[src/rtl/food_placer.sv]
// Food placer: reduces LFSR X/Y words modulo the grid, then queries the body store until a free cell is found.
// Optional FOOD_PLACER_SCAN_EN adds a linear scan of the grid after MAX_TRIES random candidates all hit.
module food_placer #(
    parameter int GRID_W    = 32,
    parameter int GRID_H    = 24,
    parameter int MAX_TRIES = 15
) (
    input  logic       clk1,
    input  logic       rst_n,
    input  logic       req,
    input  logic [9:0] rnd_x,
    input  logic [9:0] rnd_y,
    output logic       occ_req,
    output logic [5:0] occ_x,
    output logic [5:0] occ_y,
    input  logic       occ_ack,
    input  logic       occ_hit,
    output logic [5:0] food_x,
    output logic [5:0] food_y,
    output logic       food_valid,
    output logic       fail,
    output logic       busy
);
    localparam logic [2:0] S_IDLE     = 3'd0;
    localparam logic [2:0] S_REDUCE   = 3'd1;
    localparam logic [2:0] S_QUERY    = 3'd2;
    localparam logic [2:0] S_RESAMPLE = 3'd3;
    localparam logic [2:0] S_FAIL     = 3'd4;
`ifdef FOOD_PLACER_SCAN_EN
    localparam logic [2:0]  S_SCAN      = 3'd5;
    localparam logic [2:0]  S_SCAN_NEXT = 3'd6;
    localparam logic [12:0] CELLS       = 13'(GRID_W * GRID_H);
`endif
    localparam logic [9:0] GW = 10'(GRID_W);
    localparam logic [9:0] GH = 10'(GRID_H);
    localparam logic [3:0] MT = 4'(MAX_TRIES);

    logic [2:0] state_q, state_d;
    logic [9:0] sx_q, sx_d, sy_q, sy_d;
    logic [3:0] tries_q, tries_d;
    logic [5:0] food_x_q, food_x_d, food_y_q, food_y_d;
    logic       food_valid_q, food_valid_d, fail_q, fail_d;
`ifdef FOOD_PLACER_SCAN_EN
    logic [12:0] scan_cnt_q, scan_cnt_d;
`endif

    always_comb begin
        state_d      = state_q;
        sx_d         = sx_q;
        sy_d         = sy_q;
        tries_d      = tries_q;
        food_x_d     = food_x_q;
        food_y_d     = food_y_q;
        food_valid_d = food_valid_q;
        fail_d       = fail_q;
`ifdef FOOD_PLACER_SCAN_EN
        scan_cnt_d   = scan_cnt_q;
`endif
        case (state_q)
            S_IDLE: if (req) begin
                sx_d         = rnd_x;
                sy_d         = rnd_y;
                food_valid_d = 1'b0;
                fail_d       = 1'b0;
                tries_d      = 4'd0;
                state_d      = S_REDUCE;
            end
            // Range check precedes the subtract, so an in-range pair costs one extra edge.
            S_REDUCE: begin
                if (sx_q < GW && sy_q < GH) begin
                    state_d = S_QUERY;
                end else begin
                    if (sx_q >= GW) sx_d = sx_q - GW;
                    if (sy_q >= GH) sy_d = sy_q - GH;
                end
            end
            S_QUERY: if (occ_ack) begin
                if (!occ_hit) begin
                    food_x_d     = sx_q[5:0];
                    food_y_d     = sy_q[5:0];
                    food_valid_d = 1'b1;
                    state_d      = S_IDLE;
                end else begin
                    tries_d = tries_q + 4'd1;
                    if (tries_q + 4'd1 < MT) begin
                        state_d = S_RESAMPLE;
                    end else begin
`ifdef FOOD_PLACER_SCAN_EN
                        scan_cnt_d = 13'd0;
                        state_d    = S_SCAN_NEXT;
`else
                        state_d    = S_FAIL;
`endif
                    end
                end
            end
            S_RESAMPLE: begin
                sx_d    = rnd_x;
                sy_d    = rnd_y;
                state_d = S_REDUCE;
            end
            S_FAIL: begin
                fail_d  = 1'b1;
                state_d = S_IDLE;
            end
`ifdef FOOD_PLACER_SCAN_EN
            S_SCAN: if (occ_ack) begin
                if (!occ_hit) begin
                    food_x_d     = sx_q[5:0];
                    food_y_d     = sy_q[5:0];
                    food_valid_d = 1'b1;
                    state_d      = S_IDLE;
                end else begin
                    scan_cnt_d = scan_cnt_q + 13'd1;
                    state_d    = (scan_cnt_q + 13'd1 == CELLS) ? S_FAIL : S_SCAN_NEXT;
                end
            end
            // Advance raster-order with wrap; the step state keeps queries from running back-to-back.
            S_SCAN_NEXT: begin
                if (sx_q == GW - 10'd1) begin
                    sx_d = 10'd0;
                    sy_d = (sy_q == GH - 10'd1) ? 10'd0 : sy_q + 10'd1;
                end else begin
                    sx_d = sx_q + 10'd1;
                end
                state_d = S_SCAN;
            end
`endif
            default: state_d = S_IDLE;
        endcase
    end

    always_ff @(posedge clk1 or negedge rst_n) begin
        if (!rst_n) begin
            state_q      <= S_IDLE;
            sx_q         <= 10'd0;
            sy_q         <= 10'd0;
            tries_q      <= 4'd0;
            food_x_q     <= 6'd0;
            food_y_q     <= 6'd0;
            food_valid_q <= 1'b0;
            fail_q       <= 1'b0;
`ifdef FOOD_PLACER_SCAN_EN
            scan_cnt_q   <= 13'd0;
`endif
        end else begin
            state_q      <= state_d;
            sx_q         <= sx_d;
            sy_q         <= sy_d;
            tries_q      <= tries_d;
            food_x_q     <= food_x_d;
            food_y_q     <= food_y_d;
            food_valid_q <= food_valid_d;
            fail_q       <= fail_d;
`ifdef FOOD_PLACER_SCAN_EN
            scan_cnt_q   <= scan_cnt_d;
`endif
        end
    end

`ifdef FOOD_PLACER_SCAN_EN
    assign occ_req = (state_q == S_QUERY) || (state_q == S_SCAN);
`else
    assign occ_req = (state_q == S_QUERY);
`endif
    assign occ_x      = occ_req ? sx_q[5:0] : 6'd0;
    assign occ_y      = occ_req ? sy_q[5:0] : 6'd0;
    assign food_x     = food_x_q;
    assign food_y     = food_y_q;
    assign food_valid = food_valid_q;
    assign fail       = fail_q;
    assign busy       = (state_q != S_IDLE);
endmodule

[config.mk]
export PLATFORM = sky130hd
export DESIGN_NAME = food_placer
export DESIGN_NICKNAME = d
export VERILOG_FILES = /design/src/rtl/food_placer.sv
export SDC_FILE = /design/constraint.sdc
export NUM_CORES = 1
export LEC_CHECK = 0
export CAP_MARGIN = 20
export CORE_MARGIN = 2
export CORE_UTILIZATION = 45
export CTS_BUF_LIST = sky130_fd_sc_hd__clkbuf_8
export DETAILED_ROUTE_END_ITERATION = 8
export GPL_TIMING_DRIVEN = 0
export PLACE_DENSITY = 0.74
export SLEW_MARGIN = 25
export SYNTH_ARGS = -nofsm -noshare
export SYNTH_HDL_FRONTEND = slang
export SYNTH_SLANG_ARGS = --single-unit
[constraint.sdc]
create_clock -name clk1 -period 2 [get_ports clk1]
set_input_delay 0.5 -clock clk1 [delete_from_list [all_inputs] [get_ports clk1]]
set_output_delay 0.5 -clock clk1 [all_outputs]
set_load 0.01 [all_outputs]
==> run summary <==
Status: finished clean
CTS tree: yes
Via-per-instance ratio: 5.51
Synthesized cell area: 2170 um^2
Final period util: 0.978
Maximum VDD drop: 0.614 mV
Worst min-delay path class: input pin to asynchronous set/reset pin
Cells after Synth: 206
DRT iter0 DRCs: 130
FP Rows: 25
Final Hold Fails: 0
Pins Over Slew Limit: 0
Crit path max fanout: 5
Initial antenna violation count: 0
Crit start category: register
Clk sink count: 41
Worst r2r src: state_q[2]
Async set-reset flop share out of synthesis: 1.00
Worst clock skew: 5.43 ps
Final ANT Viol Nets: 0
Multi-input gate area: 1120 um^2
Vert. Die Dim: 73.5 um
Actual slew at the worst max-slew pin: 448 ps
Critical path origin: state_q[2]
Root buf cell: clkbuf_8
Number of CTS-inserted buffers: 5
Pleak: 1.30 nW
Max Cap Viol: 0
Drt total wl: 5.13 mm
Via count: 1797
GR Util All Layers: 0.207
Reg2reg setup slack: 100 ps
Register area: 1030 um^2
Internal power: 0.00207 W
R2R Path End: sx_q[6]
Largest net degree at the start of global routing: 31
Critical path type: register to output port
Register clock-pin slew on the reported worst setup and hold paths: 80 ps
Dpl cell area: 2770 um^2
# DRC: 0
First-pass GRT wire length: 8.58 mm
Worst-Skew Late Latency: 290 ps
Nets: 300
Peak Freq: 0.511 GHz
Clk buf depth: 2
Drt wl/cell: 15.7 um
Core box area: 4690 um^2
Final worst path period need: 1960 ps
Avg Cell Area, Syn: 10.6 um^2
Worst setup EP type: output port
Clk pwr share: 0.261
Worst setup path endpoint: occ_y[4]
Die width: 73.5 um
Hold-fix buffers, CTS: 0
Synth Flop Type: dfrtp_1
I/O pins: 53
Post-route cell area: 3010 um^2
Crit path DAT: 1460 ps
H-tree levels: 2
RSZ-0062 raised after global routing: yes
Worst EP required: 1500 ps
Pwr Density: 1010 nW/um^2
Synth warnings: 0
Number of port buffers: 51
Grt ovf: 0
WHS: 83.2 ps
FF+latch count, synth: 41
Ant diodes: 0
Post-synth cell types: 47
Layout cell share with drive strength beyond 1: 0.324
Die area: 5400 um^2
Post-Syn Nets: 235
NetSw: 0.000975 W
Relative slew slack: 0.702
Area Overhead vs Synth: 38.4%
DP HPWL: 3.50 mm
FILL cells: 389
Worst Reg-to-Reg Cells: 8
Post-synth EDFFs: 0
Final setup vio count: 0
GP Congestion: 0.845
Vias in the first global route: 1772
Starting Density: 0.463
Initial DRT Pass Iterations: 4
Comb power frac: 0.297
Reg power frac: 0.443
Sw frac: 0.320
Post-synthesis sequential area ratio: 0.472
-- placed cells by master (no fill, tap or decap), drive strengths merged, types with 3 or more instances in the layout --
| cell | synthesis | layout |
|---|---|---|
| clkdlybuf4s50 | 0 | 36 |
| a211oi | 3 | 3 |
| buf | 7 | 27 |
| a21oi | 14 | 14 |
| ha | 4 | 4 |
| inv | 6 | 6 |
| nand2 | 13 | 13 |
| and2 | 10 | 10 |
| clkbuf | 3 | 10 |
| nand3 | 5 | 5 |
| o21ai | 15 | 15 |
| dfrtp | 41 | 41 |
| or2 | 3 | 3 |
| mux2 | 22 | 22 |
| nor2 | 16 | 16 |
| nor3 | 3 | 3 |
| a22o | 6 | 6 |
-- per-layer routing --
layer | up-vias | global-route usage | part of all wire
li1 | 875 | - | -
met3 | 2 | 0.0590 | 0.058
met1 | 869 | 0.271 | 0.45
met5 | - | 0 | 0
met2 | 51 | 0.342 | 0.49
met4 | 0 | 0.0424 | 0.0016
-- worst max-delay path, cell delays in order (launching register included) --
cell     delay, ps
dfrtp_2        440
nor3b_4        220
buf_6          150
buf_8          110
and2_4         140
buf_6           90
-- through the flow --
step | cells | setup WS, ps | power, W | utilization | setup TNS (ps)
6_report | 326 | 43.5 | 0.00305 | 0.641 | 0
4_1_cts | 325 | 2.28 | 0.00305 | 0.622 | 0
5_1_grt | 326 | -25.5 | 0.00329 | 0.641 | -135
3_5_place_dp | 312 | -486 | 0.00225 | 0.590 | -8000
3_3_place_gp | 311 | -642 | 0.00221 | 0.586 | -33810
2_1_floorplan | 206 | 269 | 0.00195 | - | 0
-- what timing repair did --
item | CTS | global route
pin swaps | 2 | 4
gates cloned | 1 | 0
endpoints found under the setup margin | 14 | 25
buffers inserted | 5 | 1
gates resized for setup | 56 | 32
-- final cells by class --
cell class	instances	area share
Clock buffer	5	0.0229
Sequential cell	41	0.342
Inverter	6	0.00749
Timing Repair Buffer	59	0.191
Clock inverter	3	0.0216
Multi-Input combinational cell	149	0.371
Buffer	9	0.0212
Tap cell	54	0.0225
-- flip-flops by register name (all words and copies together), names as in the netlist --
signal      flops
food_y          6
sy_q           10
state_q         3
fail            1
food_valid      1
tries_q         4
food_x          6
sx_q           10
-- how the worst min path moves through the flow --
| stage | startpoint | slack (ps) | end |
|---|---|---|---|
| floorplan | rst_n | 200 | fail |
| global placement | food_valid | 480 | food_valid |
| detailed placement | rst_n | 410 | sx_q[9] |
| CTS | rst_n | 90 | sx_q[9] |
| global route | rst_n | 90 | sx_q[9] |
| finish | rst_n | 80 | sx_q[9] |
-- power groups by stage --
stage                     Clock (W)  Sequential (W)  Combinational [W]
after floorplan                   0         0.00129           0.000657
after detailed placement          0         0.00134           0.000902
after global placement            0         0.00134           0.000872
after CTS                  0.000814         0.00133           0.000905
final                      0.000795         0.00135           0.000903
after global routing       0.000857         0.00139            0.00105
-- kinds of logic (layout without fill, tap and decap cells) --
group | after synthesis | count (layout) | synth area share
buf+inv | 16 | 82 | 0.0357
mux | 23 | 23 | 0.119
simple gates | 67 | 67 | 0.183
xor+xnor | 1 | 1 | 0.00403
fa+ha+maj | 4 | 4 | 0.0230
compound gates | 54 | 54 | 0.163
flops | 41 | 41 | 0.472
-- Yosys cell counts, drive strengths merged (2+ instances only) --
| cell type | number | area share |
|---|---|---|
| dfrtp | 41 | 0.47 |
| mux2 | 22 | 0.11 |
| nor2 | 16 | 0.032 |
| o21ai | 15 | 0.035 |
| a21oi | 14 | 0.032 |
| nand2 | 13 | 0.022 |
| and2 | 10 | 0.029 |
| buf | 7 | 0.020 |
| a22o | 6 | 0.024 |
| inv | 6 | 0.010 |
| nand3 | 5 | 0.012 |
| ha | 4 | 0.023 |
| a211oi | 3 | 0.013 |
| clkbuf | 3 | 0.0052 |
| nor3 | 3 | 0.0069 |
| or2 | 3 | 0.0086 |
| a2bb2oi | 2 | 0.0081 |
| and3 | 2 | 0.0058 |
| nand4 | 2 | 0.0058 |
| nor2b | 2 | 0.0058 |
| nor3b | 2 | 0.014 |
| nor4b | 2 | 0.0081 |
| o21bai | 2 | 0.0069 |
| o22ai | 2 | 0.0058 |
| o2bb2ai | 2 | 0.0081 |
| o31ai | 2 | 0.0069 |
| or3 | 2 | 0.0058 |
Note: power is estimated with default switching activity, not from simulation.
